File: config.mk
export PLATFORM = sky130hd
export DESIGN_NAME = vga_sync_monitor
export DESIGN_NICKNAME = d
export VERILOG_FILES = /design/src/rtl/vga_sync_monitor.sv
export SDC_FILE = /design/constraint.sdc
export NUM_CORES = 1
export LEC_CHECK = 0
export ABC_CLOCK_PERIOD_IN_PS = 6000
export BUFFER_PORTS_ARGS = -buffer_cell sky130_fd_sc_hd__buf_2
export CAP_MARGIN = 40
export CORE_ASPECT_RATIO = 0.9
export CORE_MARGIN = 5
export CORE_UTILIZATION = 59
export DETAILED_ROUTE_END_ITERATION = 8
export PLACE_DENSITY = 0.85
export REMOVE_ABC_BUFFERS = 1
export SETUP_SLACK_MARGIN = 0.1
export SLEW_MARGIN = 10
export SYNTH_ARGS = -nofsm -noshare
export SYNTH_HDL_FRONTEND = slang
export SYNTH_SLANG_ARGS = --single-unit
File: constraint.sdc
create_clock -name clk -period 6 [get_ports clk]
set_input_delay 1.2 -clock clk [delete_from_list [all_inputs] [get_ports clk]]
set_output_delay 1.2 -clock clk [all_outputs]
set_load 0.05 [all_outputs]
File: src/rtl/vga_sync_monitor.sv
// vga_sync_monitor: recovers pixel position from h_sync/v_sync and measures
// line/frame timing, declaring lock once it matches the configured mode.
module vga_sync_monitor #(
    parameter bit H_SYNC_POL  = 1'b0,
    parameter bit V_SYNC_POL  = 1'b0,
    parameter int H_TOTAL     = 1328,
    parameter int H_SYNC      = 136,
    parameter int H_SYNC_BP   = 280,
    parameter int H_VIZ       = 1024,
    parameter int V_TOTAL     = 806,
    parameter int V_SYNC      = 6,
    parameter int V_SYNC_BP   = 35,
    parameter int V_VIZ       = 768,
    parameter int LOCK_FRAMES = 2
) (
    input  logic        clk,
    input  logic        rst_n,
    input  logic        h_sync,
    input  logic        v_sync,
    output logic [10:0] px_x,
    output logic [10:0] px_y,
    output logic        visible,
    output logic [10:0] line_len,
    output logic [10:0] hsync_len,
    output logic [10:0] frame_lines,
    output logic [10:0] vsync_lines,
    output logic        locked,
    output logic        err
);

    localparam int GW = (LOCK_FRAMES < 1) ? 1 : $clog2(LOCK_FRAMES + 1);

    localparam logic [10:0]   CMAX = 11'h7ff;
    localparam logic [10:0]   HT   = 11'(H_TOTAL);
    localparam logic [10:0]   HS   = 11'(H_SYNC);
    localparam logic [10:0]   HBP  = 11'(H_SYNC_BP);
    localparam logic [10:0]   HEND = 11'(H_SYNC_BP + H_VIZ);
    localparam logic [10:0]   VT   = 11'(V_TOTAL);
    localparam logic [10:0]   VS   = 11'(V_SYNC);
    localparam logic [10:0]   VBP  = 11'(V_SYNC_BP);
    localparam logic [10:0]   VEND = 11'(V_SYNC_BP + V_VIZ);
    localparam logic [GW-1:0] LF   = GW'(LOCK_FRAMES);

    typedef enum logic [1:0] {
        S_SEARCH = 2'd0,
        S_TRACK  = 2'd1,
        S_LOCKED = 2'd2
    } state_t;

    state_t state, state_n;

    logic          hs_q, vs_q;
    logic          hs_act, vs_act;
    logic          h_lead, h_trail, v_lead, v_trail;
    logic [10:0]   h_cnt, v_cnt, vs_cnt;
    logic [10:0]   h_inc, v_cnt_n, vs_cnt_n;
    logic          v_pend, v_pend_n;
    logic          line_fail;
    logic          fb, line_ok, line_bad, frame_ok, tmo;
    logic [GW-1:0] good, good_n;
    logic          err_d;
    logic          in_h, in_v;

    assign hs_act  = (h_sync == H_SYNC_POL);
    assign vs_act  = (v_sync == V_SYNC_POL);
    assign h_lead  = hs_act && (hs_q != H_SYNC_POL);
    assign h_trail = !hs_act && (hs_q == H_SYNC_POL);
    assign v_lead  = vs_act && (vs_q != V_SYNC_POL);
    assign v_trail = !vs_act && (vs_q == V_SYNC_POL);

    assign h_inc    = (h_cnt == CMAX) ? CMAX : h_cnt + 11'd1;
    assign fb       = h_lead && (v_pend || v_lead);
    assign line_ok  = (h_cnt + 11'd1 == HT) && (hsync_len == HS);
    assign line_bad = h_lead && !line_ok;
    assign frame_ok = (v_cnt + 11'd1 == VT) && (vsync_lines == VS)
                      && !line_fail && line_ok;
    assign tmo      = (h_cnt == CMAX) || (v_cnt == CMAX);

    // Vertical counters advance only on line starts; a pending v_lead
    // turns the next line start into a frame boundary.
    always_comb begin
        v_cnt_n  = v_cnt;
        vs_cnt_n = vs_cnt;
        v_pend_n = v_pend || v_lead;
        if (h_lead) begin
            if (v_pend || v_lead) begin
                v_cnt_n  = '0;
                vs_cnt_n = 11'd1;
                v_pend_n = 1'b0;
            end else begin
                v_cnt_n = (v_cnt == CMAX) ? CMAX : v_cnt + 11'd1;
                if (vs_act && vs_cnt != CMAX)
                    vs_cnt_n = vs_cnt + 11'd1;
            end
        end
    end

    always_ff @(posedge clk or negedge rst_n) begin
        if (!rst_n) begin
            hs_q        <= ~H_SYNC_POL;
            vs_q        <= ~V_SYNC_POL;
            h_cnt       <= '0;
            v_cnt       <= '0;
            vs_cnt      <= '0;
            v_pend      <= 1'b0;
            line_fail   <= 1'b0;
            line_len    <= '0;
            hsync_len   <= '0;
            frame_lines <= '0;
            vsync_lines <= '0;
        end else begin
            hs_q      <= h_sync;
            vs_q      <= v_sync;
            h_cnt     <= h_lead ? 11'd0 : h_inc;
            v_cnt     <= v_cnt_n;
            vs_cnt    <= vs_cnt_n;
            v_pend    <= v_pend_n;
            line_fail <= fb ? 1'b0 : (line_fail || line_bad);
            if (h_lead)
                line_len <= h_cnt + 11'd1;
            if (h_trail)
                hsync_len <= h_cnt + 11'd1;
            if (fb)
                frame_lines <= v_cnt + 11'd1;
            if (v_trail)
                vsync_lines <= vs_cnt_n;
        end
    end

    always_ff @(posedge clk or negedge rst_n) begin
        if (!rst_n) begin
            state <= S_SEARCH;
            good  <= '0;
            err   <= 1'b0;
        end else begin
            state <= state_n;
            good  <= good_n;
            err   <= err_d;
        end
    end

    always_comb begin
        state_n = state;
        good_n  = good;
        unique case (state)
            S_SEARCH: begin
                if (fb) begin
                    state_n = S_TRACK;
                    good_n  = '0;
                end
            end
            S_TRACK: begin
                if (fb) begin
                    if (frame_ok) begin
                        good_n = good + GW'(1);
                        if (good_n == LF)
                            state_n = S_LOCKED;
                    end else begin
                        good_n = '0;
                    end
                end
            end
            S_LOCKED: begin
                if (line_bad || (fb && !frame_ok)) begin
                    state_n = S_TRACK;
                    good_n  = '0;
                end
            end
            default: begin
                state_n = S_SEARCH;
                good_n  = '0;
            end
        endcase
        // A stalled counter means the sync source is gone
        if (tmo) begin
            state_n = S_SEARCH;
            good_n  = '0;
        end
    end

    always_comb begin
        locked  = (state == S_LOCKED);
        err_d   = locked && (state_n != S_LOCKED);
        in_h    = (h_cnt >= HBP) && (h_cnt < HEND);
        in_v    = (v_cnt >= VBP) && (v_cnt < VEND);
        visible = locked && in_h && in_v;
        px_x    = visible ? h_cnt - HBP : 11'd0;
        px_y    = visible ? v_cnt - VBP : 11'd0;
    end

endmodule

==> flow_summary.yaml, run 1 <==
outcome:
  result_of_the_run: "completed"
die:
  core.rowCount: 30
  chipWidth_um: 101.2
  die_outline_area_sq_um: 9312
  fp.coreArea_sq_um: 7432
  top_level_ports: 73
  die_h_um: 92.05
  starting_density_of_the_core_pct: 59.38
power:
  power.switching_mw: 0.5213
  cellPowerDensity_nw_per_um2: 287.8
  comb_power_share_pct: 22.8
  cellLeakagePower_nw: 2.460
  seq_power_share_pct: 48.8
  power_frac_clock_pct: 28.4
  ir_drop_uv: 230.9
  int_pwr_mw: 0.9191
  swShare_pct: 36.19
sta:
  worst_slew_pin_slew_ns: 0.7752
  report.final.slew_viol_count: 0
  grt_setup_unrepaired: "no"
  fin_crit_sh_pct: 73.90
  hold_viol: 0
  report.final.setup_viol: 0
  timing.setup.tns_ns: 0
  fmax_mhz: 225.5
  maxSlewHeadroom_pct: 48.32
  fin_crit_ns: 4.434
  finalWorstSetupSlack_ns: 1.566
  clock_skew_ns: 0.01207
finish:
  post_route_cells_drive_above_1_share_pct: 19.78
  postLayoutCellArea_sq_um: 5005
  fin_nets: 552
  layout.cells.most_common_list: "dfrtp_1 (84), nand2_1 (78), buf_2 (71)"
  area_growth_pct: 13.41
  final.fill_count: 603
  antenna-diode-count: 0
  most_frequent_standard_cell_in_the_layout_excluding_fill_and_tap_cells: "dfrtp_1"
clock_network:
  cts.repair_timing.setup_buffer_count: 0
  cts.reportedPaths.clkPinSlew_ns: 0.08
  cts_inserted_buffers: 9
  cts-htree-levels: 3
  cts.sinks: 86
  cts_tree: "done"
  clock_tree.buffer_depth: 2
  ctsResizeCount: 0
  postCtsHoldBufs: 0
  clk_root_buffer_cell: "clkbuf_8"
  clkLatencyLatePin_ns: 0.37
critical_path:
  critPathTopFamily: "simple AND/OR/NAND/NOR gates"
  worst-endpoint-required_ns: 4.80
  timing.critical_path.to_type: "output port"
  max_stage_delay_ns: 0.51
  timing.critical_path.from: "v_cnt[0]$_DFFE_PN0P_"
  category_of_the_critical_setup_timing_path: "reg -> out"
  worstPathBufferInverterCount: 1
  crit_path_start_kind: "flip-flop"
  reg_to_reg_start: "v_cnt[0]$_DFFE_PN0P_"
  worst_path_cell_trace: "a2111o_1, and2_1, o311ai_0, nand2_1, nor3_2, nand2_1, nor3_1, buf_2"
  critical_path_peak_fanout: 20
  critPathSlowestCell: "dfrtp_1"
  critPathArrivalTime_ns: 3.23
  timing.critical_path.mode_cell: "nand2_1"
synthesis:
  post_synth_arst_share_pct: 100.0
  synth-warning-count: 0
  syn_area_sq_um: 4413
  post_synth_and_or_nand_nor_area_fraction_pct: 22.43
  synth.yosys.seq_area_share_pct: 48.82
  combinational_family_with_the_most_area_after_synthesis: "simple AND/OR/NAND/NOR gates"
  synth-main-ff-cell: "dfrtp_1"
  post_synth_xor_area_fraction_pct: 7.343
  post_synth_cell_types: 52
  synthMuxAreaShare_pct: 1.219
  compound_gate_fraction_of_synth_area_pct: 13.84
  synth-adder-area-share_pct: 1.985
  synth_enable_flop_cells: 0
  synthesis.area_per_instance_sq_um: 9.062
  synth-seq-cells: 86
  syn_inst: 487
worst_hold_path:
  worstHoldStart: "frame_lines[8]$_DFFE_PN0P_"
  worst_hold_path_type: "reg -> reg"
placement:
  placement.io_buffers: 72
  dp_slack_ns: 1.971
  detailed_place.area_sq_um: 4810
  place.gp.congestion: 0.9631
  dp_hpwl_um: 7500
global_routing:
  global_route.usage.met2_pct: 35.84
  grt_use_total_pct: 23.61
  busiest_layer: "met2"
  grtUsageMet1_pct: 33.27
  use_met3_pct: 5.856
  global_route.overflow_total: 0
  grt_pass1_wl_um: 17460
  antenna_found_initial: 0
  grt_max_degree: 45
  first_global_vias: 3562
detailed_routing:
  wirelength_um: 10390
  firstDrtPassIters: 5
  avgRoutedWirePerCell_um: 16.19
  route.vias.total: 3731
  vias_per_cell: 5.812
  initialDrtViolationCount: 277
  antenna_violating_nets_post_route: 0
  drc: 0
job:
  timing.max_cap.violations: 0
## kinds of logic after synthesis
| logic type | after synthesis |
|---|---|
| muxes | 5 |
| adders and majority gates | 7 |
| buffers and inverters | 49 |
| AOI/OAI and AO/OA | 102 |
| DFF | 86 |
| and+or+nand+nor | 201 |
| xor gates and xnor gates | 37 |
## worst min-delay path, stage by stage (launching register included)
cell,delay (ns)
dfrtp_1,0.34
nand2_1,0.05
nand2_1,0.05
## path summary, 6_finish.rpt
path / slack (ns) / cells past startpoint / end
worst max-delay path: 1.57 / 8 / px_y[5]
worst min-delay path: 0.47 / 2 / frame_lines[8]$_DFFE_PN0P_
worst max register to register: 3.05 / 8 / state[0]$_DFF_PN0_
worst min register to register: 0.47 / 2 / frame_lines[8]$_DFFE_PN0P_
max in group asynchronous: 4.50 / 2 / vs_q$_DFF_PN1_
min in group asynchronous: 0.81 / 1 / hsync_len[4]$_DFFE_PN0P_
## metrics by stage
step                cells  utilization [%]  hold slack [ns]  total power [mW]
CTS                   642            67.34           0.4788             1.453
global route          642            67.34           0.4894             1.518
detailed placement    626            64.71           0.4590             1.043
global placement      624            64.34           0.4549             1.028
floorplan             453                -           0.4568            0.9398
finish                642            67.34           0.4709             1.440
## per-layer routing
metal	vias to the layer above	part of all wire, %	wire length, um
li1	1774	-	-
met1	1783	45	4629
met2	151	46	4780
met3	23	7.9	816
met4	0	1.6	166
met5	-	0	0
## sequential cells by signal, indices dropped and copies added (netlist names), 2 cells and up
| name | cells |
|---|---|
| vsync_lines | 11 |
| good | 2 |
| line_len | 11 |
| frame_lines | 11 |
| v_cnt | 11 |
| hsync_len | 11 |
| h_cnt | 11 |
| state | 2 |
| vs_cnt | 11 |
## Yosys cell counts, types with 6 or more instances
cell      number  area (sq um)
o21ai_0       43         215.2
o31ai_1       13         97.59
nor2_1        47         176.4
ha_1           7         87.58
clkbuf_1      27         101.4
nor4_1         7         43.79
inv_1         15         56.30
nand2_1       78         292.8
xor2_1        13         113.9
dfrtp_1       84          2102
nand3_1       16         80.08
a21oi_1       25         125.1
nand4_1        7         43.79
xnor2_1       24         210.2
buf_2          7         35.03
nor3_1         6         30.03
## power groups by stage
| stage | clock, mW | combinational, mW | sequential [mW] |
|---|---|---|---|
| floorplan | 0 | 0.110 | 0.830 |
| global placement | 0 | 0.320 | 0.707 |
| detailed placement | 0 | 0.331 | 0.711 |
| CTS | 0.420 | 0.331 | 0.702 |
| global route | 0.446 | 0.358 | 0.714 |
| finish | 0.409 | 0.329 | 0.702 |
## cell type report
type / count / area, sq um / share of cell area (%)
flip-flops and latches: 86 / 2155 / 43.05
multi-input cells: 352 / 2066 / 41.27
repair buffers: 77 / 412.9 / 8.250
clock buffers: 9 / 123.9 / 2.475
well taps: 96 / 120.1 / 2.400
clock inverters: 7 / 71.32 / 1.425
inverters: 15 / 56.30 / 1.125
Power figures use the tool's default switching activity.
==> run 2, diff against run 1 <==
- ABC_AREA: unset -> 1
- ABC_CLOCK_PERIOD_IN_PS: 6000 -> 4550
- CORE_UTILIZATION: 59 -> 57
- PLACE_DENSITY: 0.85 -> 0.82
- clock period: 6 -> 4.55 ns (I/O delays scaled with it)
==> flow_summary.yaml, run 2 <==
synthesis:
  synth-seq-cells: 86
  syn_area_sq_um: 4587
  synth_top_cell_area_share_pct: 45.83
  post_synth_arst_share_pct: 100.0
  synthTopCellsByCount: "nand2_1 (149), dfrtp_1 (84), inv_1 (73), nor2_1 (58), o21ai_0 (55)"
  ys_top_cells_by_area: "dfrtp_1 (46%), nand2_1 (12%), o21ai_0 (6.0%)"
  most_common_cell_in_the_netlist: "nand2_1"
  post-synth-top-area-cell: "dfrtp_1"
  synth-main-ff-cell: "dfrtp_1"
  synth-warning-count: 0
  synth.yosys.seq_area_share_pct: 46.97
  post_synth_cell_types: 33
  synth_enable_flop_cells: 0
  synthesis.area_per_instance_sq_um: 7.696
  syn_inst: 596
worst_hold_path:
  worst_hold_path_type: "in -> async"
clock_network:
  ctsResizeCount: 0
  clk_root_buffer_cell: "clkbuf_8"
  postCtsHoldBufs: 0
  clkLatencyLatePin_ns: 0.35
  cts_tree: "done"
  cts-htree-levels: 3
  cts.repair_timing.setup_buffer_count: 0
  cts_inserted_buffers: 9
  cts.reportedPaths.clkPinSlew_ns: 0.09
  cts.sinks: 86
  clock_tree.buffer_depth: 2
finish:
  post_route_cells_drive_above_1_share_pct: 20.36
  postLayoutCellArea_sq_um: 5216
  end_of_flow_core_utilization_pct: 65.60
  final.fill_count: 673
  fin_nets: 674
  layout.cells.most_common_list: "nand2_1 (149), dfrtp_1 (84), inv_1 (73)"
  most_frequent_standard_cell_in_the_layout_excluding_fill_and_tap_cells: "nand2_1"
  area_growth_pct: 13.72
  antenna-diode-count: 0
detailed_routing:
  drc: 0
  antenna_violating_nets_post_route: 0
  initialDrtViolationCount: 207
  avgRoutedWirePerCell_um: 14.61
  firstDrtPassIters: 7
  wirelength_um: 11210
  vias_per_cell: 5.416
  route.vias.total: 4154
critical_path:
  category_of_the_critical_setup_timing_path: "reg -> out"
  critical_path_peak_fanout: 18
  worst_path_cell_trace: "ha_1, inv_1, nand3_1, a21oi_2, nand2_1, inv_1, o21ai_1, nor2_4, inv_2, a21oi_1, buf_2"
  timing.critical_path.to_type: "output port"
  crit_path_start_kind: "flip-flop"
  worst-endpoint-required_ns: 3.64
  timing.critical_path.mode_cell: "inv_1"
  critPathArrivalTime_ns: 2.60
  critPathSlowestCell: "dfrtp_1"
  max_stage_delay_ns: 0.45
sta:
  fin_crit_ns: 3.512
  worst_slew_pin_slew_ns: 0.7619
  fin_crit_sh_pct: 77.20
  finalWorstSetupSlack_ns: 1.038
  report.final.slew_viol_count: 0
  grt_setup_unrepaired: "no"
  hold_viol: 0
  timing.setup.tns_ns: 0
  maxSlewHeadroom_pct: 49.02
  fmax_mhz: 284.7
  clock_skew_ns: 0.01034
  report.final.setup_viol: 0
power:
  cellLeakagePower_nw: 2.724
  cellPowerDensity_nw_per_um2: 373.4
  ir_drop_uv: 224.8
global_routing:
  antenna_found_initial: 0
  global_route.overflow_total: 0
  grt_pass1_wl_um: 19110
  first_global_vias: 3963
  grt_max_degree: 64
  grt_use_total_pct: 23.62
placement:
  place.gp.congestion: 0.9283
  detailed_place.area_sq_um: 5019
  dp_hpwl_um: 8188
  placement.io_buffers: 72
  dp_slack_ns: 1.445
die:
  die_outline_area_sq_um: 9944
  core.rowCount: 31
  die_h_um: 95.10
  starting_density_of_the_core_pct: 57.69
  chipWidth_um: 104.6
  top_level_ports: 73
  fp.coreArea_sq_um: 7951
job:
  timing.max_cap.violations: 0
outcome:
  result_of_the_run: "completed"
-- run 2: cell types whose count changed in the layout (fill, tap and decap cells not counted), moves of 6 or more --
| cell | previous run | this run |
|---|---|---|
| o31ai_1 | 13 | 0 |
| nand3_2 | 1 | 7 |
| xor2_1 | 13 | 7 |
| xnor2_1 | 24 | 1 |
| nand2_2 | 0 | 10 |
| nor2_2 | 0 | 16 |
| a21oi_1 | 25 | 37 |
| nand2_1 | 78 | 149 |
| o21ai_0 | 43 | 55 |
| nor2_1 | 47 | 58 |
| nand3_1 | 16 | 25 |
| inv_1 | 15 | 73 |
-- run 2: final cells by class --
type                            instances  area, sq um  area share, %
Timing Repair Buffer                   76        412.9          7.916
Clock inverter                          5        56.30          1.079
Sequential cell                        86         2155          41.30
Inverter                               76        285.3          5.469
Multi-Input combinational cell        414         2042          39.15
Tap cell                               99        123.9          2.375
Clock buffer                           11        141.4          2.710
-- run 2: power by group --
group	leakage (nW)	switching, mW	internal [mW]
Combinational	1.48	0.363	0.110
Clock	0.0997	0.280	0.269
Sequential	1.15	0.0785	0.846
-- run 2: layer usage --
metal / up-vias / global-route usage [%] / wire length (um)
met5: - / 0 / 0
met4: 0 / 4.423 / 116
met3: 15 / 5.213 / 699
met2: 151 / 39.24 / 5281
met1: 1951 / 32.36 / 5111
li1: 2037 / - / -
-- run 2: worst paths after layout --
kind	slack (ns)	startpoint	depth (start not counted)	end
max	1.04	h_cnt[3]$_DFF_PN0_	11	px_y[7]
min	0.45	rst_n	1	hsync_len[4]$_DFFE_PN0P_
max reg2reg	2.10	hs_q$_DFF_PN1_	11	vsync_lines[8]$_DFFE_PN0P_
min reg2reg	0.49	line_len[10]$_DFFE_PN0P_	2	line_len[10]$_DFFE_PN0P_
max in group asynchronous	3.48	rst_n	2	vs_q$_DFF_PN1_
min in group clk	0.49	line_len[10]$_DFFE_PN0P_	2	line_len[10]$_DFFE_PN0P_
-- run 2: worst max-delay path: cells and delay by family, from the launching register on --
family	cells	cell delay [ns]
AOI/OAI and AO/OA	3	0.50
buffers and inverters	4	0.63
DFF	1	0.45
and+or+nand+nor	3	0.38
adders and majority gates	1	0.27
-- run 2: through the flow --
stage	total power, mW	hold slack, ns	cells
after floorplan	1.268	0.4588	576
after global placement	1.397	0.4629	750
after global routing	2.053	0.4429	767
final	1.948	0.4459	767
after detailed placement	1.413	0.4701	751
after CTS	1.962	0.4451	767
-- run 2: kinds of logic (layout without fill, tap and decap cells) --
logic type / Yosys count / count (layout) / synth area share, %
DFF: 86 / 86 / 46.97
adders and majority gates: 7 / 7 / 1.909
buffers and inverters: 96 / 168 / 8.510
AOI/OAI and AO/OA: 111 / 111 / 12.82
and+or+nand+nor: 288 / 288 / 28.26
xor gates and xnor gates: 8 / 8 / 1.528
